--- src/rtl/adc_sampler.sv ---
// adc_sampler: periodic 12-bit conversion reader for a null-bit framed SPI ADC.
// A free-running period counter issues a start tick every SAMPLE_PERIOD clocks.
// The FSM frames one 15-bit SPI read and publishes D11..D0 on sample with a
// one-cycle sample_valid strobe. A tick that arrives mid-conversion raises
// overrun and is otherwise ignored.
// Optional feature: define ADC_BIPOLAR_EN to invert D11, which turns the
// offset-binary code into two's complement (0x800 -> 0x000).
module adc_sampler #(
  parameter int CLK_DIV       = 4,
  parameter int SAMPLE_PERIOD = 1134
) (
  input  logic        clk,
  input  logic        reset_n,
  input  logic        adc_miso,
  output logic        adc_cs_n,
  output logic        adc_sclk,
  output logic [11:0] sample,
  output logic        sample_valid,
  output logic        overrun
);

  localparam int CW = (CLK_DIV > 1) ? $clog2(CLK_DIV) : 1;
  localparam int PW = $clog2(SAMPLE_PERIOD);
  localparam logic [CW-1:0] DIV_LAST = CW'(CLK_DIV - 1);
  localparam logic [PW-1:0] PER_LAST = PW'(SAMPLE_PERIOD - 1);
  localparam logic [3:0]    BIT_LAST = 4'd14;

  typedef enum logic [1:0] {
    IDLE  = 2'd0,
    SETUP = 2'd1,
    SHIFT = 2'd2,
    DONE  = 2'd3
  } state_t;

  state_t        state, state_d;
  logic [PW-1:0] period_cnt;
  logic          tick;
  logic [CW-1:0] div_cnt, div_cnt_d;
  logic [3:0]    bit_cnt, bit_cnt_d;
  // Only the last 12 captured bits are kept: the two sample clocks and the
  // null bit are shifted out of the top before the frame ends.
  logic [11:0]   shreg, shreg_d;
  logic [11:0]   conv_word;
  logic          cs_n_d, sclk_d, valid_d, overrun_d;
  logic [11:0]   sample_d;

  assign tick = (period_cnt == PER_LAST);

`ifdef ADC_BIPOLAR_EN
  assign conv_word = {~shreg[11], shreg[10:0]};
`else
  assign conv_word = shreg;
`endif

  // Free-running period counter; never stalls, even during a conversion.
  always_ff @(posedge clk or negedge reset_n) begin
    if (!reset_n) begin
      period_cnt <= '0;
    end else if (tick) begin
      period_cnt <= '0;
    end else begin
      period_cnt <= period_cnt + 1'b1;
    end
  end

  // State, counters, shift register and all outputs are registered here.
  always_ff @(posedge clk or negedge reset_n) begin
    if (!reset_n) begin
      state        <= IDLE;
      div_cnt      <= '0;
      bit_cnt      <= '0;
      shreg        <= '0;
      adc_cs_n     <= 1'b1;
      adc_sclk     <= 1'b0;
      sample       <= '0;
      sample_valid <= 1'b0;
      overrun      <= 1'b0;
    end else begin
      state        <= state_d;
      div_cnt      <= div_cnt_d;
      bit_cnt      <= bit_cnt_d;
      shreg        <= shreg_d;
      adc_cs_n     <= cs_n_d;
      adc_sclk     <= sclk_d;
      sample       <= sample_d;
      sample_valid <= valid_d;
      overrun      <= overrun_d;
    end
  end

  // Next-state and next-output logic. Outputs are computed for the state being
  // entered so the registered pins line up with the state they belong to.
  always_comb begin
    state_d   = state;
    div_cnt_d = div_cnt;
    bit_cnt_d = bit_cnt;
    shreg_d   = shreg;
    cs_n_d    = 1'b1;
    sclk_d    = 1'b0;
    valid_d   = 1'b0;
    sample_d  = sample;
    overrun_d = tick && (state != IDLE);

    unique case (state)
      IDLE: begin
        if (tick) begin
          state_d   = SETUP;
          div_cnt_d = '0;
          cs_n_d    = 1'b0;
        end
      end

      SETUP: begin
        cs_n_d = 1'b0;
        if (div_cnt == DIV_LAST) begin
          state_d   = SHIFT;
          div_cnt_d = '0;
          bit_cnt_d = '0;
        end else begin
          div_cnt_d = div_cnt + 1'b1;
        end
      end

      SHIFT: begin
        cs_n_d = 1'b0;
        sclk_d = adc_sclk;
        if (div_cnt == DIV_LAST) begin
          div_cnt_d = '0;
          if (!adc_sclk) begin
            // Rising SCLK edge: the ADC has held this bit since the last fall.
            sclk_d  = 1'b1;
            shreg_d = {shreg[10:0], adc_miso};
          end else if (bit_cnt == BIT_LAST) begin
            state_d  = DONE;
            sclk_d   = 1'b0;
            cs_n_d   = 1'b1;
            valid_d  = 1'b1;
            sample_d = conv_word;
          end else begin
            sclk_d    = 1'b0;
            bit_cnt_d = bit_cnt + 1'b1;
          end
        end else begin
          div_cnt_d = div_cnt + 1'b1;
        end
      end

      DONE: begin
        state_d = IDLE;
      end

      default: begin
        state_d = IDLE;
      end
    endcase
  end

endmodule

--- config.mk ---
export PLATFORM = sky130hd
export DESIGN_NAME = adc_sampler
export DESIGN_NICKNAME = d
export VERILOG_FILES = /design/src/rtl/adc_sampler.sv
export SDC_FILE = /design/constraint.sdc
export NUM_CORES = 1
export LEC_CHECK = 0
export BUFFER_PORTS_ARGS = -buffer_cell sky130_fd_sc_hd__clkbuf_2
export CAP_MARGIN = 20
export CORE_UTILIZATION = 40
export CTS_CLUSTER_SIZE = 25
export DETAILED_ROUTE_END_ITERATION = 6
export PLACE_DENSITY_LB_ADDON = 0.12
export SKIP_CTS_REPAIR_TIMING = 1
export SYNTH_ARGS = -nofsm -noshare
export SYNTH_HDL_FRONTEND = slang
export SYNTH_SLANG_ARGS = --single-unit
--- constraint.sdc ---
create_clock -name clk -period 2.2 [get_ports clk]
set_input_delay 0.44 -clock clk [delete_from_list [all_inputs] [get_ports clk]]
set_output_delay 0.44 -clock clk [all_outputs]
set_load 0.01 [all_outputs]
**Word-level counts from Yosys, hierarchy flattened**

Cells that the tools add are included.

- Register bits after elaboration: 47
- Output and inout port bits: 16
- Word-level logic and storage cells: 61
- Input port bits: 3

- Bitwise logic cells: 1
- Eq/ne operators: 12
- Muxes and demuxes: 24
- Add/subtract/negate cells: 3
- Reduce and logical (&&, ||, !) cells: 11

Operators by type and width:

| operator | number |
|---|---|
| two-way mux 4 bit | 4 |
| two-way mux 2 bit | 7 |
| inequality test 2 bit, second input constant | 6 |
| adder 11 x 1 -> 11 bit, second input constant | 1 |
| equality test 11 bit, second input constant | 1 |
| two-way mux 11 bit | 1 |
| AND reduction 5 bit | 2 |
| two-way mux 1 bit | 8 |
| case mux 2 bit (4 select lines) | 1 |
| case mux 4 bit (2 select lines) | 1 |
| equality test 2 bit, second input constant | 3 |
| nonzero test 2 bit | 3 |
| adder 4 x 1 -> 4 bit, second input constant | 1 |
| equality test 4 bit, second input constant | 1 |
| case mux 2 bit (2 select lines) | 1 |
| AND reduction 4 bit | 1 |
| case mux 1 bit (3 select lines) | 1 |
| AND reduction 3 bit | 1 |
| adder 2 x 1 -> 2 bit, second input constant | 1 |
| equality test 2 x 1 -> 1 bit, second input constant | 1 |
| logical NOT 2 bit | 1 |
| AND reduction 2 bit | 1 |
| OR reduction 2 bit | 1 |
| logical AND 1 bit | 1 |
| inverter 1 bit | 1 |

**Depth between registers and ports, before layout**

- Depth after elaboration: 5
- Gate-level depth with buffers: 6
- Gate-level depth less buffers: 6

**Worst setup path before layout**

OpenSTA, ideal clock, no wires.

- Path kind: flip-flop to flip-flop
- Start: register state[0]
- End: register sample[0]
- Buffers on the path: 1
- Clock period less this slack: 1.848 ns
- Data arrival time: 1.723 ns
- Setup time: 0.125 ns
- Data required time: 2.075 ns
- Stages on the path, launching flop included: 7
- Path slack: 0.352 ns
- Cell sequence: dfrtp_1 > inv_1 > ha_1 > nand3_1 > nor2_1 > buf_2 > mux2_2

- Cells in the longest elaborated chain, start to end: 2

Ends and longest elaborated chain:

| what | line | source |
|---|---|---|
| from (decl) | 35 | `state_t state, state_d;` |
| from (signal assigned) | 79 | `state <= state_d;` |
| equality test 2 bit | 104 | `unique case (state)` |
| AND reduction 4 bit (no line) | - |  |
| to (signal assigned) | 85 | `sample <= sample_d;` |
| to (decl) | 17 | `output logic [11:0] sample,` |

Every way passes these cells.
A chain may end at the register's enable or synchronous reset.

**Worst setup path in the final report**

- Start: register period_cnt[4]
- End: register state[1]

- Cells in the longest elaborated chain, start to end: 3

Ends and longest elaborated chain:

| what | line | source |
|---|---|---|
| from (decl) | 36 | `logic [PW-1:0] period_cnt;` |
| from (signal assigned) | 62 | `period_cnt <= period_cnt + 1'b1;` |
| equality test 11 bit | 47 | `assign tick = (period_cnt == PER_LAST);` |
| inequality test 2 bit (no line) | - |  |
| AND reduction 5 bit (no line) | - |  |

Every way passes these cells.

==> metrics.cfg <==
[clock_tree]
h-tree-depth = 2
cts_tree = built
path_clk_slew_ns = 0.09
cts_root_buf = clkbuf_8
clk_latency_ns = 0.29
clock_path_buffers = 2
numCtsBuffers = 5
clock-sinks = 47

[routing]
drt_iter0_drc = 55
first_pass_iters = 4
wl_per_cell_um = 13.14
via_per_inst = 4.905
ant_nets = 0
drc = 0
wirelength_mm = 3.470
num_vias = 1295

[power_and_ir_drop]
powerDensity_nw_per_um2 = 630.0
p_clk_frac = 0.413
vdd_drop_max_v = 0.0003870
combinationalPowerShare = 0.015
switchingPower_w = 0.0003029
power.internal_w = 0.001207
p_sw_frac = 0.2006
cellLeakagePower_nw = 1.171
seqPwrFrac = 0.573

[yosys]
yosysSeqAreaShare = 0.5658
syn_inst = 168
yosysWarnings = 0
syn_avg_cell_area_um2 = 12.39
yosysUniqueCellTypes = 31
synth.ff_latch_count = 47
synthArstFlopShare = 1.000
synth_edf_count = 0
synthFlopType = dfrtp_1
netlist_area_um2 = 2081
synth_fp_nets = 181

[global_routing]
grtUsageTotal = 0.1448
grt_overflow_total = 0
grt_pass1_wl_mm = 5.982
grt_max_degree = 22
grt_pass1_vias = 1293
antenna_found_initial = 0

[placed_design]
place_hpwl_mm = 2.509
dpl.cell_count = 256
place_ws_ns = 0.3328
placedInstanceArea_um2 = 2283
gp_congestion = 0.8276
numPortBuffers = 18

[sta]
fin_skew_ns = 0.007745
timing.final.crit_period_ns = 1.870
hold_viol_final = 0
drv_slew = 0
slew_headroom = 0.6394
setup_viol = 0
worstMarginPinSlew_ns = 0.5409
post-route-period-util = 0.8499
grt_setup_unrepaired = no
setup_tns_ns = 0
setup_ws_ns = 0.3302
fmax_mhz = 534.8

[worst_setup_path]
worstSetupPathType = register to register
cp.required_ns = 2.37
cp.arrival_ns = 2.04
crit_start = period_cnt[4]
r2r_end = state[1]
reg2reg_depth = 4
critical_path.endpoint_type = register
r2r-start = period_cnt[4]
path_max_fanout = 6
start_kind = register
r2r_slack_ns = 0.33

[finish]
num_antenna_cells = 0
syn_to_final_growth_pct = 15.15
instances_no_fill = 264
seq_area_um2 = 1177
multiInputGateArea_um2 = 860.8
post_route_cells_drive_above_1_share = 0.3046
fillCellCount = 434
fin_area_um2 = 2396
nets = 209

[die]
coreArea_um2 = 4848
ioPinCount = 19
die-area_um2 = 5495
die_y_um = 74.13
die_w_um = 74.13
initial_utilization = 0.4292
num_rows = 25

[job]
cap_violations = 0

[outcome]
status = finished, final reports clean

[min_path]
hold_path_class = primary input to asynchronous set/reset pin

## power by group through the flow
stage / clock network (W) / registers [W] / logic [W]
2_1_floorplan: 0 / 0.000882 / 0.000000838
3_3_place_gp: 0 / 0.000882 / 0.0000223
3_5_place_dp: 0 / 0.000882 / 0.0000236
4_1_cts: 0.000643 / 0.000865 / 0.0000239
5_1_grt: 0.000684 / 0.000865 / 0.0000264
6_report: 0.000623 / 0.000865 / 0.0000220
## routing by layer
layer  share of wire  track usage
met3           0.029      0.03794
met1            0.48       0.1928
met4          0.0049      0.04274
met5               0            0
met2            0.49       0.2333
## cells in the final DEF, fill, tap and decap left out, types with 2 or more instances in the layout
master / netlist / final
dfrtp_1: 46 / 46
mux2_2: 25 / 25
nor2_1: 18 / 18
clkbuf_2: 0 / 18
ha_1: 10 / 10
inv_1: 9 / 9
nand3_1: 9 / 9
nand2_1: 9 / 9
xnor2_1: 5 / 5
xor2_1: 5 / 5
clkbuf_8: 0 / 5
buf_4: 0 / 5
a21oi_1: 4 / 4
o21ai_0: 3 / 3
nor3_1: 3 / 3
and3_1: 2 / 2
or3_1: 2 / 2
nor3b_1: 2 / 2
## cells in the mapped netlist, drive strengths merged, types with 3 or more instances
library cell   n  share of area
nor2          18          0.032
xnor2          5          0.021
ha            10          0.060
nor3           3         0.0072
xor2           5          0.021
nand3          9          0.022
mux2          26           0.14
dfrtp         46           0.55
o21ai          3         0.0072
inv            9          0.016
nand2          9          0.016
a21oi          4         0.0096
## how the worst max path moves through the flow
| stage | depth (start not counted) | endpoint |
|---|---|---|
| after floorplan | 6 | sample[0] |
| after global placement | 4 | state[1] |
| after detailed placement | 6 | sample[1] |
| after CTS | 4 | state[1] |
| after global routing | 6 | sample[1] |
| final | 4 | state[1] |
## sequential cells by signal, summed over array words and instances (netlist names)
name,count
overrun,1
period_cnt,11
div_cnt,2
sample_valid,1
adc_cs_n,1
adc_sclk,1
state,2
conv_word,12
sample,12
bit_cnt,4
## area by class of cell
class                      count  area share
sequential                    47      0.4914
multi-input combinational    110      0.3593
timing repair buffer          23     0.05326
tap                           67     0.03499
clock buffer                   5     0.02872
clock inverter                 3     0.01828
inverter                       9     0.01410
## per-stage QoR
stage	power [W]	hold WS [ns]	util
final	0.001510	0.1174	0.4942
after global routing	0.001575	0.1334	0.4942
after CTS	0.001532	0.1296	0.4942
after detailed placement	0.0009055	0.4471	0.4710
after global placement	0.0009041	0.4408	0.4710
after floorplan	0.0008827	0.1444	-
## worst max-delay path, stage by stage (launching register included)
cell and delay (ns):
dfrtp_1 0.48, nor4b_4 0.35, nand4_2 0.20, a221oi_2 0.37, mux2_1 0.35
## logic make-up after synthesis
group,Yosys count,share of synthesized area
compound gates,11,0.03488
xor+xnor,10,0.04209
fa+ha+maj,10,0.06013
buf+inv,11,0.02044
flops,47,0.5658
mux,27,0.1455
simple gates,52,0.1311
Power figures use the tool's default switching activity.
